`src/rtl/song_player_ctrl_pkg.sv`:
```
// Shared definitions for the song player transport controller.
// Holds the state encoding and default widths used by the interface and RTL.
package song_pkg;

  localparam int unsigned IDX_W_DEF  = 8;
  localparam int unsigned TICK_W_DEF = 24;
  localparam int unsigned TONE_W     = 4;

  typedef enum logic [1:0] {
    ST_IDLE  = 2'd0,
    ST_PLAY  = 2'd1,
    ST_PAUSE = 2'd2
  } state_e;

endpackage

```
`src/rtl/song_player_ctrl_if.sv`:
```
// Control/status bundle between user controls and the song player controller.
// The master side drives transport commands; the slave side is the controller.
interface song_player_ctrl_if
  import song_pkg::*;
#(
  parameter int unsigned IDX_W  = IDX_W_DEF,
  parameter int unsigned TICK_W = TICK_W_DEF
);

  logic              play;
  logic              pause;
  logic              stop;
  logic              loop_en;
  logic [TICK_W-1:0] tempo_ticks;
  logic [IDX_W-1:0]  song_len;
  logic [IDX_W-1:0]  note_index;
  logic              step_strobe;
  logic              tone_en;
  logic              playing;
  logic              done;

  modport master (
    output play, pause, stop, loop_en, tempo_ticks, song_len,
    input  note_index, step_strobe, tone_en, playing, done
  );

  modport slave (
    input  play, pause, stop, loop_en, tempo_ticks, song_len,
    output note_index, step_strobe, tone_en, playing, done
  );

endinterface

```
`src/rtl/song_player_ctrl_tempo_divider.sv`:
```
// Tempo counter: counts enabled cycles and flags the last cycle of each step period.
// A period of 0 is stored as 1 so the terminal count is always reachable.
module tempo_divider #(
  parameter int unsigned TICK_W = 24
) (
  input  logic              clk,
  input  logic              reset,
  input  logic              clear,
  input  logic              enable,
  input  logic              load,
  input  logic [TICK_W-1:0] tempo,
  output logic              terminal
);

  logic [TICK_W-1:0] cnt_q;
  logic [TICK_W-1:0] period_q;

  assign terminal = (cnt_q == period_q - TICK_W'(1));

  always_ff @(posedge clk) begin
    if (reset) begin
      cnt_q    <= '0;
      period_q <= TICK_W'(1);
    end else begin
      if (clear) begin
        cnt_q <= '0;
      end else if (enable) begin
        cnt_q <= terminal ? '0 : cnt_q + TICK_W'(1);
      end
      if (load) begin
        period_q <= (tempo == '0) ? TICK_W'(1) : tempo;
      end
    end
  end

endmodule

```
`src/rtl/song_player_ctrl.sv`:
```
// Transport/tempo controller: steps the song ROM index at a programmable tempo with
// play/pause/stop, loop-or-end at song length, and a tone mute gate.
module song_player_ctrl
  import song_pkg::*;
#(
  parameter int unsigned IDX_W  = IDX_W_DEF,
  parameter int unsigned TICK_W = TICK_W_DEF
) (
  input  logic              clk,
  input  logic              reset,
  song_player_ctrl_if.slave bus
);

  state_e           state_q, state_d;
  logic [IDX_W-1:0] idx_q, idx_d;
  logic             strobe_q, strobe_d;
  logic             done_q, done_d;

  logic             start;
  logic             step;
  logic             div_clear;
  logic             div_enable;
  logic             terminal;
  logic [IDX_W-1:0] last_idx;
  logic             is_last;

  // song_len of 0 wraps to all-ones, i.e. the full 2**IDX_W range.
  assign last_idx = bus.song_len - IDX_W'(1);
  assign is_last  = (idx_q >= last_idx);

  tempo_divider #(
    .TICK_W (TICK_W)
  ) u_tempo_divider (
    .clk      (clk),
    .reset    (reset),
    .clear    (div_clear),
    .enable   (div_enable),
    .load     (start | step),
    .tempo    (bus.tempo_ticks),
    .terminal (terminal)
  );

  always_comb begin
    state_d    = state_q;
    idx_d      = idx_q;
    strobe_d   = 1'b0;
    done_d     = 1'b0;
    start      = 1'b0;
    step       = 1'b0;
    div_clear  = 1'b0;
    div_enable = 1'b0;
    unique case (state_q)
      ST_IDLE: begin
        if (bus.play) begin
          state_d   = ST_PLAY;
          start     = 1'b1;
          div_clear = 1'b1;
          idx_d     = '0;
        end
      end
      ST_PLAY: begin
        if (bus.stop) begin
          state_d   = ST_IDLE;
          idx_d     = '0;
          div_clear = 1'b1;
        end else if (bus.pause) begin
          // A pause landing on the terminal cycle freezes the count so the step is not lost.
          state_d    = ST_PAUSE;
          div_enable = ~terminal;
        end else begin
          div_enable = 1'b1;
          if (terminal) begin
            step = 1'b1;
            if (is_last) begin
              idx_d = '0;
              if (bus.loop_en) begin
                strobe_d = 1'b1;
              end else begin
                state_d = ST_IDLE;
                done_d  = 1'b1;
              end
            end else begin
              idx_d    = idx_q + IDX_W'(1);
              strobe_d = 1'b1;
            end
          end
        end
      end
      ST_PAUSE: begin
        if (bus.stop) begin
          state_d   = ST_IDLE;
          idx_d     = '0;
          div_clear = 1'b1;
        end else if (bus.play) begin
          state_d = ST_PLAY;
        end
      end
      default: begin
        state_d = ST_IDLE;
        idx_d   = '0;
      end
    endcase
  end

  always_ff @(posedge clk) begin
    if (reset) begin
      state_q  <= ST_IDLE;
      idx_q    <= '0;
      strobe_q <= 1'b0;
      done_q   <= 1'b0;
    end else begin
      state_q  <= state_d;
      idx_q    <= idx_d;
      strobe_q <= strobe_d;
      done_q   <= done_d;
    end
  end

  assign bus.note_index  = idx_q;
  assign bus.step_strobe = strobe_q;
  assign bus.done        = done_q;
  assign bus.tone_en     = (state_q == ST_PLAY);
  assign bus.playing     = (state_q != ST_IDLE);

endmodule

```
`src/flat_wrapper.sv`:
```
// flat-port wrapper written by rule: the top's interface ports become plain ports
module song_player_ctrl_flat import song_pkg::*;
#(
  parameter int unsigned IDX_W  = IDX_W_DEF,
  parameter int unsigned TICK_W = TICK_W_DEF
)
  (clk, reset, bus_play, bus_pause, bus_stop, bus_loop_en, bus_tempo_ticks, bus_song_len, bus_note_index, bus_step_strobe, bus_tone_en, bus_playing, bus_done);
  song_player_ctrl_if #(.IDX_W(IDX_W), .TICK_W(TICK_W)) bus_i ();
  input  logic clk;
  input  logic reset;
  input wire logic [$bits(bus_i.play)-1:0] bus_play;
  input wire logic [$bits(bus_i.pause)-1:0] bus_pause;
  input wire logic [$bits(bus_i.stop)-1:0] bus_stop;
  input wire logic [$bits(bus_i.loop_en)-1:0] bus_loop_en;
  input wire logic [$bits(bus_i.tempo_ticks)-1:0] bus_tempo_ticks;
  input wire logic [$bits(bus_i.song_len)-1:0] bus_song_len;
  output wire logic [$bits(bus_i.note_index)-1:0] bus_note_index;
  output wire logic [$bits(bus_i.step_strobe)-1:0] bus_step_strobe;
  output wire logic [$bits(bus_i.tone_en)-1:0] bus_tone_en;
  output wire logic [$bits(bus_i.playing)-1:0] bus_playing;
  output wire logic [$bits(bus_i.done)-1:0] bus_done;
  assign bus_i.play = bus_play;
  assign bus_i.pause = bus_pause;
  assign bus_i.stop = bus_stop;
  assign bus_i.loop_en = bus_loop_en;
  assign bus_i.tempo_ticks = bus_tempo_ticks;
  assign bus_i.song_len = bus_song_len;
  assign bus_note_index = bus_i.note_index;
  assign bus_step_strobe = bus_i.step_strobe;
  assign bus_tone_en = bus_i.tone_en;
  assign bus_playing = bus_i.playing;
  assign bus_done = bus_i.done;
  song_player_ctrl #(.IDX_W(IDX_W), .TICK_W(TICK_W)) u_core (.clk(clk), .reset(reset), .bus(bus_i));
endmodule
```
`config.mk`:
```
export PLATFORM = sky130hd
export DESIGN_NAME = song_player_ctrl_flat
export DESIGN_NICKNAME = d
export VERILOG_FILES = /design/src/rtl/song_player_ctrl_pkg.sv /design/src/rtl/song_player_ctrl_if.sv /design/src/rtl/song_player_ctrl_tempo_divider.sv /design/src/rtl/song_player_ctrl.sv /design/src/flat_wrapper.sv
export SDC_FILE = /design/constraint.sdc
export NUM_CORES = 1
export LEC_CHECK = 0
export BUFFER_PORTS_ARGS = -buffer_cell sky130_fd_sc_hd__buf_4
export CAP_MARGIN = 20
export CELL_PAD_IN_SITES_DETAIL_PLACEMENT = 1
export CELL_PAD_IN_SITES_GLOBAL_PLACEMENT = 1
export CORE_MARGIN = 2
export CORE_UTILIZATION = 40
export DETAILED_ROUTE_END_ITERATION = 7
export PLACE_DENSITY = 0.8
export SETUP_SLACK_MARGIN = 0.3
export SYNTH_ARGS = -nofsm -noshare
export SYNTH_HDL_FRONTEND = slang
export SYNTH_SLANG_ARGS = --single-unit
```
`constraint.sdc`:
```
create_clock -name clk -period 9.2 [get_ports clk]
set_input_delay 0 -clock clk [delete_from_list [all_inputs] [get_ports clk]]
set_output_delay 0 -clock clk [all_outputs]
set_load 0.05 [all_outputs]
```
# After elaboration in Yosys (flattened, before gate mapping)
# Cells that the tools add are included.
# totals
word_cells,65
regBits,60
out_inout_bits,12
inputBits,38
# op_classes
reduce_logical,9
add_sub_neg,4
magnitude_cmp,1
n_mux,31
bitwise,4
n_eq_ne,10
# ops
op,count
24-bit two-way mux,2
8-bit two-way mux,6
24-bit by 1-bit adder with 24-bit output (second input constant),1
24-bit equality test,1
24-bit zero test,1
8-bit case mux with 3 select lines,1
24-bit by 1-bit subtractor with 24-bit output (second input constant),1
2-bit two-way mux,7
1-bit two-way mux,13
8-bit by 1-bit adder with 8-bit output (second input constant),1
8-bit greater-or-equal comparator,1
4-bit by 3-bit != test with 1-bit output (second input constant),2
8-bit by 1-bit subtractor with 8-bit output (second input constant),1
2-bit case mux with 3 select lines,1
6-bit OR reduction,1
5-bit OR reduction,1
2-bit != test (second input constant),2
4-bit != test (second input constant),1
4-bit AND reduction,1
2-bit OR reduction,2
3-bit by 2-bit != test with 1-bit output (second input constant),1
3-bit != test (second input constant),1
1-bit inverter,3
3-bit AND reduction,1
6 further kinds,6

# Logic depth before layout (Yosys ltp)
# logic_depth
ltp_word,7
ltp_mapped,13
mapped_depth_nobuf,12

# Modules after synthesis
# A second synthesis with hierarchy kept.
# hier_totals
hier_cells,513
hier_area_um2,4290.4
# by_module_without_submodules
module,seq_area_each_um2,n_inst,cells_each,area_per_inst_um2
tempo_divider,960.9,1,377,3220.6
song_player_ctrl,240.2,1,136,1069.8

# Worst setup path before layout
# OpenSTA, ideal clock, no wires.
# synth_path
path_kind,register to register
startpoint,"reg u_core.idx_q[0], in the netlist u_core.bus.note_index[0]"
endpoint,"reg u_core.idx_q[3], in the netlist u_core.bus.note_index[3]"
path_buffers,1
setup_time_ps,76
path_stages_with_launch,12
t_required_ps,9124
setup_slack_ps,6014
synth_period_minus_slack_ps,3186
t_arrival_ps,3109
cell_sequence,dfxtp_1 inv_1 ha_1 nand2b_1 a21o_1 a21o_1 a21oi_1 o21ai_0 a211oi_1 or4b_1 buf_2 o22ai_1
# synth_via
elab_chain_cells,6
elab_cells_between_ends,7
cone_classes,add/sub (1); order compare (1); mux (5)
# synth_rtl
element,line,source
from (decl),song_player_ctrl.sv:15,"logic [IDX_W-1:0] idx_q, idx_d;"
from (signal assigned),song_player_ctrl.sv:113,idx_q <= idx_d;
8-bit by 1-bit adder with 8-bit output / 8-bit greater-or-equal comparator (equally long branches),"song_player_ctrl.sv:83, song_player_ctrl.sv:29",
8-bit two-way mux (*),song_player_ctrl.sv:74,if (is_last) begin
8-bit two-way mux (*),song_player_ctrl.sv:72,if (terminal) begin
8-bit two-way mux (*),song_player_ctrl.sv:66,end else if (bus.pause) begin
8-bit two-way mux (*),song_player_ctrl.sv:62,if (bus.stop) begin
8-bit case mux with 3 select lines (*),song_player_ctrl.sv:52,unique case (state_q)
# Every way passes the cells marked *; elsewhere a longest branch is shown, timed or not. The select of a mux whose other input is x is not followed.
# A chain may end at the register's enable or synchronous reset.

# Worst setup path after layout
# layout_path
startpoint,reg u_core.u_tempo_divider.period_q[2]
endpoint,reg u_core.u_tempo_divider.period_q[0]
# layout_via
elab_chain_cells,7
# layout_rtl
element,line,source
from (decl),song_player_ctrl_tempo_divider.sv:16,logic [TICK_W-1:0] period_q;
from (signal assigned),song_player_ctrl_tempo_divider.sv:31,period_q <= (tempo == '0) ? TICK_W'(1) : tempo;
24-bit by 1-bit subtractor with 24-bit output,song_player_ctrl_tempo_divider.sv:18,assign terminal = (cnt_q == period_q - TICK_W'(1));
24-bit equality test,song_player_ctrl_tempo_divider.sv:18,
1-bit two-way mux,song_player_ctrl.sv:72,
1-bit two-way mux,song_player_ctrl.sv:66,
1-bit two-way mux,song_player_ctrl.sv:62,
1-bit two-way mux,song_player_ctrl.sv:52,
1-bit bitwise OR,song_player_ctrl.sv:38,".load (start | step),"
# No other way between the ends.

==> results.md <==
* Fin. Hold Viols at 0
* Fillers at 1189
* Leak at 1.87 nW
* Initial DRC Count at 186
* Reg2reg setup slack at 5.06 ns
* Commonest non-fill, non-tap cell in the layout: dfxtp_1
* Total number of vias at 4111
* Pin count of the biggest net entering global routing at 33
* Clk slew on worst S/H paths at 0.07 ns
* Register area at 1200 um2
* Critical-path cell list: nor4_1, nand2_1, o41ai_1, o211ai_2, nor4_4, a31oi_4, a311oi_1, o21bai_1
* Post-Syn Area at 3980 um2
* R2R Path Start: u_core.u_tempo_divider.period_q[2]
* WHS Endpoint: u_core.state_q[1]
* Flops & latches, synth at 60
* Sequential area share after synthesis at 0.302
* Setup TNS at 0 ns
* Chip height at 104 um
* Crit Path Class: flop to flop
* Largest area contributor in the netlist: dfxtp_1
* Synth async-reset ratio at 0
* CP Capture Type: flop
* HP Class: input port to flop
* Post-DP HPWL at 9000 um
* Worst Slack Setup Final at 5.06 ns
* Max Clk Rate at 0.242 GHz
* Worst-path maximum fanout at 25
* Die area at 10800 um2
* Worst slew pin tran at 1.10 ns
* Area of the multi-input gates at 2640 um2
* Number of flops mapped to enable cells by yosys at 0
* Remaining antenna violation count after routing at 0
* Max-Cap Viols at 0
* HP Start: bus_stop
* Clock Sinks at 60
* PwrDens at 144 nW/um2
* Hold depth at 3
* Crit path launch type: flop
* Hold_buf cts at 26
* FF-to-FF path depth at 8
* TritonCTS clock tree: done
* Crit-path max cell delay at 0.73 ns
* Congestion Overflow GR at 0
* Worst endpoint data arrival time at 4.37 ns
* Synth Instances at 491
* Clock skew at 0.0162 ns
* Top cells by area, synth: dfxtp_1 (30%), mux2i_1 (6.5%), xnor2_1 (5.7%)
* Post-route minimum period at 4.14 ns
* Syn Nets at 545
* Worst endpoint required time at 9.43 ns
* Initial Util at 0.409
* Die X-Extent at 104 um
* Core Rows at 36
* Place WS at 5.17 ns
* Post-Syn Area per Cell at 8.11 um2
* WL final at 13300 um
* Routed wire length per instance at 19.0 um
* Clock Tree Buf Depth at 2
* Gr usage total at 0.249
* Run status: finished, final reports clean
* Clock root cell: clkbuf_8
* Setup bufs post-CTS at 0
* CTS resizes at 0
* Max VDD drop at 0.0843 mV
* RD Place Congestion at 0.897
* Num CTS Buffers at 9
* Total number of yosys warnings at 0
* Post-synthesis cell type count at 62
* Area growth, synth to finish at 24.0%
* Via density at 5.88
* Setup violators final at 0
* Slew headroom at 0.267
* Initial antenna violation count at 1
* DRC at 0
* FF-to-FF End: u_core.u_tempo_divider.period_q[0]
* PortBufs at 49
* Global-route wire length before repair at 21800 um
* Number of global-route vias before repair at 4361
* CORE AREA at 9730 um2
* Share of cells above drive strength 1 at 0.140
* CP max stage cell: nor4_1
* IO Pins at 50
* Main synth FF type: dfxtp_1
* Unrepaired setup endpoints after global routing: false
* Max-slew violations at 0
* Nets at 614
* CTS H-Tree Depth at 3
* First-pass DRT Iterations at 4
* Clk Latency, worst-skew pair at 0.35 ns
* Top cell type's share of synthesized area at 0.302
* Final Cycle Share at 0.450
* Commonest non-fill, non-tap cells in the layout: dfxtp_1 (60), buf_4 (49), nor2_1 (47)
-- area by class of cell --
cell class / count / area share
Tap cell: 133 / 0.0337
Sequential cell: 60 / 0.243
Clock inverter: 5 / 0.0152
Antenna cell: 1 / 0.000507
Timing Repair Buffer: 76 / 0.129
Multi-Input combinational cell: 393 / 0.535
Clock buffer: 11 / 0.0286
Inverter: 20 / 0.0152
-- how the worst max path moves through the flow --
stage / startpoint / end / slack, ns / depth (start not counted)
after floorplan: u_core.bus.note_index[0] / u_core.bus.note_index[3] / 6.01 / 11
after global placement: u_core.u_tempo_divider.period_q[2] / u_core.u_tempo_divider.period_q[0] / 5.36 / 8
after detailed placement: u_core.u_tempo_divider.period_q[0] / u_core.u_tempo_divider.period_q[0] / 5.17 / 10
after CTS: u_core.u_tempo_divider.period_q[2] / u_core.u_tempo_divider.period_q[0] / 5.09 / 8
after global routing: u_core.u_tempo_divider.period_q[2] / u_core.u_tempo_divider.period_q[0] / 4.67 / 8
final: u_core.u_tempo_divider.period_q[2] / u_core.u_tempo_divider.period_q[0] / 5.06 / 8
-- Yosys cell counts (4+ instances only) --
| cell | count |
|---|---|
| clkbuf_1 | 9 |
| nor2_1 | 47 |
| xnor2_1 | 26 |
| buf_2 | 8 |
| dfxtp_1 | 60 |
| or3_1 | 20 |
| nor3_1 | 10 |
| o311ai_0 | 4 |
| ha_1 | 16 |
| nand4b_1 | 4 |
| nand2_1 | 40 |
| nand2b_1 | 6 |
| xor2_1 | 9 |
| mux2i_1 | 26 |
| o21ai_0 | 16 |
| nor2b_1 | 6 |
| o31ai_1 | 6 |
| nand3_1 | 18 |
| nor4_1 | 18 |
| nor3b_1 | 4 |
| or2_2 | 4 |
| inv_1 | 20 |
| a21oi_1 | 29 |
| and2_1 | 4 |
| and3_1 | 6 |
| o22ai_1 | 7 |
| or4_1 | 10 |
| nand4_1 | 7 |
-- state kept, by name, summed over array words and instances (netlist names) --
name,cells
u_core.bus.step_strobe,1
u_core.bus.note_index,8
u_core.u_tempo_divider.cnt_q,24
u_core.state_q,2
u_core.u_tempo_divider.period_q,24
u_core.bus.done,1
-- through the flow --
step           std cells  hold WS, ns  area [um2]   util  power (W)
2_1_floorplan        491       0.0770        3980      -   0.000383
3_3_place_gp         655        0.180        4450  0.458   0.000421
3_5_place_dp         655        0.187        4450  0.458   0.000427
4_1_cts              697      0.00811        4930  0.507   0.000705
5_1_grt              699       0.0103        4940  0.508   0.000741
6_report             699       0.0115        4940  0.508   0.000710
-- per-layer routing --
layer,global-route usage,part of all wire,vias up
met4,0.126,0.035,0
met2,0.450,0.51,107
li1,-,-,1958
met3,0.0466,0.036,32
met1,0.279,0.42,2014
met5,0,0,-
-- cells by family after synthesis --
kind of cell,share of synthesized area
flops,0.302
compound gates,0.173
mux,0.0653
buf+inv,0.0402
simple gates,0.292
xor+xnor,0.0770
fa+ha+maj,0.0503
-- where the power goes --
group | internal [W] | total, W | switching, W | leakage (nW)
clock network | 0.000159 | 0.000271 | 0.000112 | 0.113
logic | 0.0000685 | 0.000156 | 0.0000877 | 1.27
registers | 0.000268 | 0.000283 | 0.0000146 | 0.488
-- critical path: cells and delay by family, from the launching register on --
kind             cells  cell delay (ns)
AO/OA/AOI/OAI        5             1.98
AND/OR/NAND/NOR      3             1.60
flip-flops           1             0.40
(Power assumes the default switching activity.)
